**src/rtl/mem_access_unit_if.sv**
```systemverilog
// Data-memory bus between the MEM-stage access unit (master) and the memory (slave).
// Request fields are registered by the master and held stable while it waits for bus_ack.
interface mem_access_unit_if;
  logic        bus_req;
  logic        bus_we;
  logic [31:0] bus_addr;
  logic [31:0] bus_wdata;
  logic [3:0]  bus_be;
  logic [31:0] bus_rdata;
  logic        bus_ack;

  modport master (
    output bus_req,
    output bus_we,
    output bus_addr,
    output bus_wdata,
    output bus_be,
    input  bus_rdata,
    input  bus_ack
  );

  modport slave (
    input  bus_req,
    input  bus_we,
    input  bus_addr,
    input  bus_wdata,
    input  bus_be,
    output bus_rdata,
    output bus_ack
  );
endinterface

```
**src/rtl/mem_access_unit.sv**
```systemverilog
// MEM-stage data-memory access unit: turns RV32I loads/stores into word-aligned bus
// transactions, formats load data for me_wb and stalls the pipeline until the bus answers.
module mem_access_unit #(
  parameter int TIMEOUT = 16
) (
  input  logic                      clk,
  input  logic                      rst,
  input  logic                      mem_valid_i,
  input  logic                      DMWr_i,
  input  logic [2:0]                DMCtrl_i,
  input  logic [31:0]               ALURes_i,
  input  logic [31:0]               DMDataWr_i,
  mem_access_unit_if.master         bus,
  output logic [31:0]               DMDataRd_o,
  output logic                      stall_o,
  output logic                      dm_fault_o,
  output logic                      bus_err_o
);

  localparam logic [1:0] S_IDLE = 2'd0;
  localparam logic [1:0] S_WAIT = 2'd1;
  localparam logic [1:0] S_DONE = 2'd2;

  localparam int CW = (TIMEOUT > 1) ? $clog2(TIMEOUT) : 1;
  localparam logic [CW-1:0] CNT_LAST = CW'(TIMEOUT - 1);

  logic [1:0]    state_q, state_d;
  logic          req_q, req_d;
  logic          we_q, we_d;
  logic [31:0]   addr_q, addr_d;
  logic [31:0]   wdata_q, wdata_d;
  logic [3:0]    be_q, be_d;
  logic [31:0]   rd_q, rd_d;
  logic          err_q, err_d;
  logic [CW-1:0] cnt_q, cnt_d;
  logic [1:0]    off_q, off_d;
  logic [2:0]    ctrl_q, ctrl_d;

  logic          misaligned;
  logic          illegal;
  logic          fault;
  logic [3:0]    beNext;
  logic [31:0]   wdataNext;
  logic [7:0]    byteSel;
  logic [15:0]   halfSel;
  logic [31:0]   loadData;

  // Access legality is only judged when a new access would be accepted in IDLE.
  always_comb begin
    misaligned = 1'b0;
    illegal    = 1'b0;
    case (DMCtrl_i)
      3'b000, 3'b100: misaligned = 1'b0;
      3'b001, 3'b101: misaligned = ALURes_i[0];
      3'b010:         misaligned = |ALURes_i[1:0];
      default:        illegal    = 1'b1;
    endcase
    if (DMWr_i && DMCtrl_i[2]) illegal = 1'b1;
    fault = mem_valid_i && (state_q == S_IDLE) && (misaligned || illegal);
  end

  always_comb begin
    case (DMCtrl_i[1:0])
      2'b00: begin
        beNext    = 4'b0001 << ALURes_i[1:0];
        wdataNext = {4{DMDataWr_i[7:0]}};
      end
      2'b01: begin
        beNext    = 4'b0011 << ALURes_i[1:0];
        wdataNext = {2{DMDataWr_i[15:0]}};
      end
      default: begin
        beNext    = 4'b1111;
        wdataNext = DMDataWr_i;
      end
    endcase
  end

  // Lane selection uses the offset and width captured at issue, not the live pipeline inputs.
  always_comb begin
    byteSel = bus.bus_rdata[8*off_q +: 8];
    halfSel = bus.bus_rdata[16*off_q[1] +: 16];
    case (ctrl_q)
      3'b000:  loadData = {{24{byteSel[7]}}, byteSel};
      3'b001:  loadData = {{16{halfSel[15]}}, halfSel};
      3'b010:  loadData = bus.bus_rdata;
      3'b100:  loadData = {24'd0, byteSel};
      3'b101:  loadData = {16'd0, halfSel};
      default: loadData = 32'd0;
    endcase
  end

  always_comb begin
    state_d = state_q;
    req_d   = req_q;
    we_d    = we_q;
    addr_d  = addr_q;
    wdata_d = wdata_q;
    be_d    = be_q;
    rd_d    = rd_q;
    err_d   = err_q;
    cnt_d   = cnt_q;
    off_d   = off_q;
    ctrl_d  = ctrl_q;
    case (state_q)
      S_IDLE: begin
        if (mem_valid_i) begin
          if (fault) begin
            if (!DMWr_i) rd_d = 32'd0;
          end else begin
            state_d = S_WAIT;
            req_d   = 1'b1;
            we_d    = DMWr_i;
            addr_d  = {ALURes_i[31:2], 2'b00};
            be_d    = beNext;
            wdata_d = wdataNext;
            cnt_d   = '0;
            off_d   = ALURes_i[1:0];
            ctrl_d  = DMCtrl_i;
          end
        end
      end
      S_WAIT: begin
        cnt_d = cnt_q + 1'b1;
        if (bus.bus_ack) begin
          state_d = S_DONE;
          req_d   = 1'b0;
          if (!we_q) rd_d = loadData;
        end else if ((TIMEOUT != 0) && (cnt_q == CNT_LAST)) begin
          state_d = S_DONE;
          req_d   = 1'b0;
          err_d   = 1'b1;
          rd_d    = 32'd0;
        end
      end
      S_DONE: begin
        err_d   = 1'b0;
        state_d = S_IDLE;
      end
      default: state_d = S_IDLE;
    endcase
  end

  always_ff @(posedge clk or posedge rst) begin
    if (rst) begin
      state_q <= S_IDLE;
      req_q   <= 1'b0;
      we_q    <= 1'b0;
      addr_q  <= 32'd0;
      wdata_q <= 32'd0;
      be_q    <= 4'd0;
      rd_q    <= 32'd0;
      err_q   <= 1'b0;
      cnt_q   <= '0;
      off_q   <= 2'd0;
      ctrl_q  <= 3'd0;
    end else begin
      state_q <= state_d;
      req_q   <= req_d;
      we_q    <= we_d;
      addr_q  <= addr_d;
      wdata_q <= wdata_d;
      be_q    <= be_d;
      rd_q    <= rd_d;
      err_q   <= err_d;
      cnt_q   <= cnt_d;
      off_q   <= off_d;
      ctrl_q  <= ctrl_d;
    end
  end

  assign bus.bus_req   = req_q;
  assign bus.bus_we    = we_q;
  assign bus.bus_addr  = addr_q;
  assign bus.bus_wdata = wdata_q;
  assign bus.bus_be    = be_q;
  assign DMDataRd_o    = rd_q;
  assign bus_err_o     = err_q;
  assign dm_fault_o    = fault;
  assign stall_o       = mem_valid_i && !fault && (state_q != S_DONE);

endmodule

```
**src/flat_wrapper.sv**
```systemverilog
// flat-port wrapper written by rule: the top's interface ports become plain ports
module mem_access_unit_flat 
#(
  parameter int TIMEOUT = 16
)
  (clk, rst, mem_valid_i, DMWr_i, DMCtrl_i, ALURes_i, DMDataWr_i, DMDataRd_o, stall_o, dm_fault_o, bus_err_o, bus_bus_req, bus_bus_we, bus_bus_addr, bus_bus_wdata, bus_bus_be, bus_bus_rdata, bus_bus_ack);
  mem_access_unit_if bus_i ();
  input  logic clk;
  input  logic rst;
  input  logic mem_valid_i;
  input  logic DMWr_i;
  input  logic [2:0] DMCtrl_i;
  input  logic [31:0] ALURes_i;
  input  logic [31:0] DMDataWr_i;
  output logic [31:0] DMDataRd_o;
  output logic stall_o;
  output logic dm_fault_o;
  output logic bus_err_o;
  output wire logic [$bits(bus_i.bus_req)-1:0] bus_bus_req;
  output wire logic [$bits(bus_i.bus_we)-1:0] bus_bus_we;
  output wire logic [$bits(bus_i.bus_addr)-1:0] bus_bus_addr;
  output wire logic [$bits(bus_i.bus_wdata)-1:0] bus_bus_wdata;
  output wire logic [$bits(bus_i.bus_be)-1:0] bus_bus_be;
  input wire logic [$bits(bus_i.bus_rdata)-1:0] bus_bus_rdata;
  input wire logic [$bits(bus_i.bus_ack)-1:0] bus_bus_ack;
  assign bus_bus_req = bus_i.bus_req;
  assign bus_bus_we = bus_i.bus_we;
  assign bus_bus_addr = bus_i.bus_addr;
  assign bus_bus_wdata = bus_i.bus_wdata;
  assign bus_bus_be = bus_i.bus_be;
  assign bus_i.bus_rdata = bus_bus_rdata;
  assign bus_i.bus_ack = bus_bus_ack;
  mem_access_unit #(.TIMEOUT(TIMEOUT)) u_core (.clk(clk), .rst(rst), .mem_valid_i(mem_valid_i), .DMWr_i(DMWr_i), .DMCtrl_i(DMCtrl_i), .ALURes_i(ALURes_i), .DMDataWr_i(DMDataWr_i), .bus(bus_i), .DMDataRd_o(DMDataRd_o), .stall_o(stall_o), .dm_fault_o(dm_fault_o), .bus_err_o(bus_err_o));
endmodule
```
**config.mk**
```make
export PLATFORM = sky130hd
export DESIGN_NAME = mem_access_unit_flat
export DESIGN_NICKNAME = d
export VERILOG_FILES = /design/src/rtl/mem_access_unit_if.sv /design/src/rtl/mem_access_unit.sv /design/src/flat_wrapper.sv
export SDC_FILE = /design/constraint.sdc
export NUM_CORES = 1
export LEC_CHECK = 0
export CAP_MARGIN = 20
export CORE_MARGIN = 2
export CORE_UTILIZATION = 35
export CTS_BUF_LIST = sky130_fd_sc_hd__clkbuf_4 sky130_fd_sc_hd__clkbuf_8 sky130_fd_sc_hd__clkbuf_16
export DETAILED_ROUTE_END_ITERATION = 8
export PLACE_DENSITY = 0.73
export SLEW_MARGIN = 20
export SYNTH_ARGS = -nofsm -noshare
export SYNTH_HDL_FRONTEND = slang
export SYNTH_SLANG_ARGS = --single-unit
```
**constraint.sdc**
```tcl
create_clock -name clk -period 4 [get_ports clk]
set_input_delay 0.8 -clock clk [delete_from_list [all_inputs] [get_ports clk]]
set_output_delay 0.8 -clock clk [all_outputs]
set_load 0.03 [all_outputs]
```
==> flow_summary.yaml <==
status:
  status: "completed"
min_path:
  min_path_cells: 2
  hp-class: "flip-flop to flip-flop"
  hold_end: "u_core.bus.bus_be[2]$_DFFE_PP0P_"
  hold_path_startpoint: "u_core.bus.bus_be[2]$_DFFE_PP0P_"
drt:
  vias: 4709
  drtIter0Drc: 249
  viasPerCell: 5.15
  ant_nets: 0
  route.detailed.drc: 0
  wl_per_cell_um: 17.0
  drt-pass1-iter-count: 5
  wl_um: 15500
clock_tree:
  insertion_delay_ps: 350
  post_cts_resized: 0
  cts_setup_buffers: 0
  cts_sinks: 112
  cts_tree: "yes"
  cts_root_buffer: "clkbuf_16"
  postCtsHoldBufs: 0
  clockBufferDepth: 2
  cts-buffers-inserted: 9
  htree_levels: 3
  path_clk_slew_ps: 70
layout:
  final_net_count: 826
  final_cell_mix: "clkdlybuf4s50_1, nand2_1, dfrtp_1"
  regArea_sq_um: 2800
  syn2layout_area_growth_pct: 46.0
  post-route-util_pct: 51.6
  nFillCells: 1354
  mostFrequentLayoutCell: "clkdlybuf4s50_1"
  multiInputGateArea_sq_um: 2270
  n_antenna_cell: 0
  drive_gt1_share_pct: 6.61
sta:
  min_period_ps: 3280
  rsz0062_at_grt: "false"
  setup_tns_ps: 0
  finalClockSkew_ps: 5.80
  hold_viol_final: 0
  finalSetupViolCount: 0
  finalCritPeriodShare_pct: 81.9
  worst_pin_slew_ps: 1030
  maxSlewViolCount: 0
  layout_setup_ws_ps: 724
  fmax_mhz: 305
  hold_slack_ps: 470
  relSlewSlack_pct: 30.8
setup_path:
  startpoint_type: "primary input"
  worst-path-buf-inv: 2
  critPathTopFamily: "buffers and inverters"
  worst-r2r-cell-count: 4
  timing.rr.end: "u_core.DMDataRd_o[22]$_DFFE_PP0P_"
  path_class: "primary input to output pin"
  cp.required_ps: 3200
  max_stage_delay_ps: 650
  rrSetupSlack_ps: 1400
  worstReg2RegStart: "u_core.off_q[1]$_DFFE_PP0P_"
  cp.arrival_ps: 2480
  cp-end-kind: "output pin"
  critical_path.cell_chain: "clkdlybuf4s50_1 > or4_4 > a21oi_1 > o21a_1 > buf_4"
  critPathMaxFanout: 7
  critPathLaunch: "DMCtrl_i[0]"
  crit_path_top_delay_cell: "or4_4"
die:
  initial_utilization_pct: 35.3
  fp.dieH_um: 127
  row_count: 45
  io_pins: 209
  die_x_um: 127
  die-area_sq_um: 16200
  coreArea_sq_um: 15000
logic_synthesis:
  synth_area_per_cell_sq_um: 9.88
  yosys.area.top_type: "dfrtp_1"
  synthCells: 538
  synth.distinct_cells: 47
  synth_async_sr_flop_share_pct: 100
  synth_area_leaders: "dfrtp_1, nand2_1, mux2i_1"
  synth_top_area_share_pct: 52.7
  synth-seq-cells: 112
  synth-main-ff-cell: "dfrtp_1"
  synth_seq_area_share_pct: 52.7
  syn_area_sq_um: 5310
  synth_edf_count: 0
  yosysWarnings: 0
global_routing:
  antenna_found_initial: 0
  grt_max_degree: 80
  grt_pass1_wl_um: 25100
  grtUsageTotal_pct: 19.4
  first_global_vias: 4767
  overflow: 0
pwr:
  peakVddDrop_mv: 0.314
  leakage_nw: 3.44
  power_density_nw_per_um2: 661
  power_mw: 5.13
run:
  cap_violations: 0
place:
  place_ws_ps: 709
  port_buffers: 206
  dp_hpwl_um: 11300
  gp_congestion: 0.854
==> worst min-delay path, stage by stage (launching register included) <==
cell and delay, ps:
dfrtp_1 340, nand2_1 50, nand2_1 50
==> sequential cells by signal, indices dropped and copies added, names as in the netlist <==
signal / count
u_core.bus.bus_be: 4
u_core.bus.bus_wdata: 32
u_core.cnt_q: 4
u_core.bus.bus_we: 1
u_core.bus.bus_addr: 30
u_core.bus_err_o: 1
u_core.off_q: 2
u_core.ctrl_q: 3
u_core.DMDataRd_o: 32
u_core.bus.bus_req: 1
u_core.state_q: 2
==> logic make-up (layout without fill, tap and decap cells) <==
kind of cell | count (synthesis) | count (layout) | share of synthesized area [%]
DFF | 112 | 112 | 52.7
buffers and inverters | 47 | 234 | 4.90
xor gates and xnor gates | 2 | 2 | 0.330
other | 1 | 2 | 0.0706
and+or+nand+nor | 209 | 209 | 16.2
adders and majority gates | 1 | 1 | 0.235
AOI/OAI and AO/OA | 123 | 123 | 16.9
muxes | 43 | 43 | 8.57
==> metal layers <==
layer	wire, um	track usage (%)	vias up	share of wire [%]
li1	-	-	2228	-
met5	0	0	-	0
met4	116	3.88	0	0.75
met2	7390	31.4	187	48
met1	6600	25.0	2283	43
met3	1410	7.58	11	9.1
==> metrics by stage <==
step | std cells | cell area, sq um
2_1_floorplan | 539 | 5320
3_3_place_gp | 898 | 7480
3_5_place_dp | 898 | 7480
4_1_cts | 914 | 7760
5_1_grt | 914 | 7760
6_report | 914 | 7760
==> final cells by class <==
| class | instances | share of cell area, % |
|---|---|---|
| inverter | 4 | 0.226 |
| timing repair buffer | 214 | 27.8 |
| tap | 188 | 3.03 |
| multi-input combinational | 380 | 29.2 |
| clock buffer | 10 | 3.08 |
| sequential | 112 | 36.1 |
| clock inverter | 6 | 0.564 |
==> Yosys cell counts, types with 2 or more instances <==
cell type	count
o21ai_1	2
nand2_1	168
o2bb2ai_1	32
inv_1	4
mux2i_1	32
dfrtp_1	112
nor2_1	16
nor3b_1	4
buf_4	9
xor2_1	2
a2bb2oi_1	8
mux2_2	10
nor2b_1	2
a22oi_1	16
buf_2	10
clkbuf_1	14
a21oi_1	14
nand3_1	3
o21ai_0	32
a21o_1	2
or2_2	2
buf_1	5
nand2b_1	2
buf_6	5
a221oi_1	8
nor3_1	3
==> how the worst max path moves through the flow <==
| stage | end | slack, ps | cells after the start |
|---|---|---|---|
| 2_1_floorplan | u_core.DMDataRd_o[0]$_DFFE_PP0P_ | 240 | 1 |
| 3_3_place_gp | stall_o | 700 | 5 |
| 3_5_place_dp | stall_o | 710 | 5 |
| 4_1_cts | stall_o | 710 | 5 |
| 5_1_grt | stall_o | 680 | 5 |
| 6_report | stall_o | 720 | 5 |
==> report_power, final <==
part | switching [mW] | internal [mW] | leakage [nW]
clock | 0.425 | 0.442 | 0.132
combinational | 1.37 | 1.08 | 1.88
sequential | 0.288 | 1.52 | 1.42
total | 2.08 | 3.05 | 3.44
Note: power is estimated with default switching activity, not from simulation.
==> RTL edit: new RTL, same flow settings <==
Make the reset (`rst`) synchronous in one clocked block.
--- a/src/rtl/mem_access_unit.sv
+++ b/src/rtl/mem_access_unit.sv
@@ -141,7 +141,7 @@
     endcase
   end
 
-  always_ff @(posedge clk or posedge rst) begin
+  always_ff @(posedge clk) begin
     if (rst) begin
       state_q <= S_IDLE;
       req_q   <= 1'b0;
Formal check against the unedited RTL: differs if rst is asserted again (counterexample within 4 cycles, from zero or initial values and one cycle with rst high); with rst held inactive, the same outputs for 4 cycles.
==> RTL edit against the unedited design <==
- synthesized area down 7.5%
- count of clock-buffer cells in the layout rose by 1
- utilization grew 1.3 points
- worst hold slack got worse by 15 ps
- sequential cell count unchanged
- cell area fell by 6.0%
- wire length down 0.90%
- clock skew barely moved
- via count up 6.5%
- highest routed layer unchanged
- critical endpoint unchanged
- die area is 7.3% lower
- worst setup slack worse by 90 ps
Power is not compared: it rests on default switching activity, and its combinational part moved more than twofold at a synthesized area within 25%.
==> RTL edit: results (changes against the unedited design) <==
<table>
<tr><th>Metric</th><th>Value</th></tr>
<tr><th colspan="2">Place</th></tr>
<tr><td>Dpl cell area</td><td>0.00701 sq mm (was 0.00748 sq mm)</td></tr>
<tr><td># placed instances</td><td>938 (was 898)</td></tr>
<tr><td>Weighted congestion at the end of routability-driven global placement</td><td>0.878 (was 0.854)</td></tr>
<tr><td>Half-perimeter wire length after detailed placement</td><td>11,200 um (was 11,300 um)</td></tr>
<tr><th colspan="2">Setup path</th></tr>
<tr><td>Reg-to-reg startpoint</td><td>u_core.off_q[1] (unchanged)</td></tr>
<tr><td>Flop-to-flop setup slack</td><td>1690 ps (was 1400 ps)</td></tr>
<tr><td>Arr. time, crit path</td><td>2570 ps (was 2480 ps)</td></tr>
<tr><th colspan="2">STA</th></tr>
<tr><td>Fin crit period</td><td>3370 ps (was 3280 ps)</td></tr>
<tr><td>Maximum clock skew at final layout</td><td>5.74 ps (was 5.80 ps)</td></tr>
<tr><th colspan="2">Cells and area</th></tr>
<tr><td>Final layout net count</td><td>874 (was 826)</td></tr>
<tr><td>Area growth from synthesis to layout</td><td>48.4% (was 46.0%)</td></tr>
<tr><td>Non-filler instance count after layout</td><td>954 (was 914)</td></tr>
<tr><td>Share of final-layout standard cells stronger than drive strength 1</td><td>0.0465 (was 0.0661)</td></tr>
<tr><th colspan="2">Drt</th></tr>
<tr><td>Final routed wirelength across all metal layers</td><td>15,400 um (was 15,500 um)</td></tr>
<tr><td>Vias per cell</td><td>5.26 (was 5.15)</td></tr>
<tr><td>WL met2</td><td>7710 um (was 7390 um)</td></tr>
<tr><th colspan="2">Synthesis</th></tr>
<tr><td>Compound-cell area share of the yosys netlist</td><td>0.241 (was 0.169)</td></tr>
<tr><td>Cell types with the highest counts after synthesis</td><td>sky130_fd_sc_hd__nand2_1, sky130_fd_sc_hd__dfxtp_1, sky130_fd_sc_hd__a21oi_1 (was sky130_fd_sc_hd__nand2_1, sky130_fd_sc_hd__dfrtp_1, sky130_fd_sc_hd__mux2i_1, sky130_fd_sc_hd__o21ai_0, sky130_fd_sc_hd__o2bb2ai_1)</td></tr>
<tr><td>Instance count of the mapped netlist</td><td>593 (was 538)</td></tr>
<tr><td>Async set-or-reset flop fraction in the synthesized netlist</td><td>0 (was 1.00)</td></tr>
<tr><td>Part of the Yosys area used for sequential elements</td><td>0.456 (was 0.527)</td></tr>
<tr><th colspan="2">Global routing</th></tr>
<tr><td>Fraction of met2 tracks used by global routing</td><td>0.349 (was 0.314)</td></tr>
<tr><td>Via count of the first global-routing pass</td><td>4,784 (was 4,767)</td></tr>
<tr><td>First-pass GRT wire length</td><td>24,100 um (was 25,100 um)</td></tr>
<tr><td>GR Layer Usage met3</td><td>0.0599 (was 0.0758)</td></tr>
<tr><th colspan="2">Outcome</th></tr>
<tr><td>Status</td><td>completed (unchanged)</td></tr>
</table>
==> RTL edit: cell count changes after synthesis, sizes merged, moves of 12 or more <==
| cell | unedited run | this run |
|---|---|---|
| a21oi | 14 | 92 |
| a311oi | 0 | 12 |
| clkbuf | 14 | 26 |
| dfrtp | 112 | 0 |
| dfxtp | 0 | 112 |
| mux2i | 32 | 20 |
| nand2 | 168 | 121 |
| nand3 | 3 | 29 |
| nor2 | 16 | 35 |
| o21ai | 34 | 18 |
==> RTL edit: worst max-delay path: stages <==
cell                              delay (ps)
sky130_fd_sc_hd__clkdlybuf4s50_1         550
sky130_fd_sc_hd__or4_4                   570
sky130_fd_sc_hd__and2_1                  190
sky130_fd_sc_hd__o21ai_0                 140
sky130_fd_sc_hd__and2_1                  190
sky130_fd_sc_hd__buf_12                  130
==> RTL edit: cell type report <==
cell class                 instances  share of cell area
multi-input combinational        425               0.328
sequential                       112               0.307
timing repair buffer             213               0.292
clock buffer                      11              0.0338
tap                              180              0.0309
clock inverter                     5             0.00429
inverter                           8             0.00412
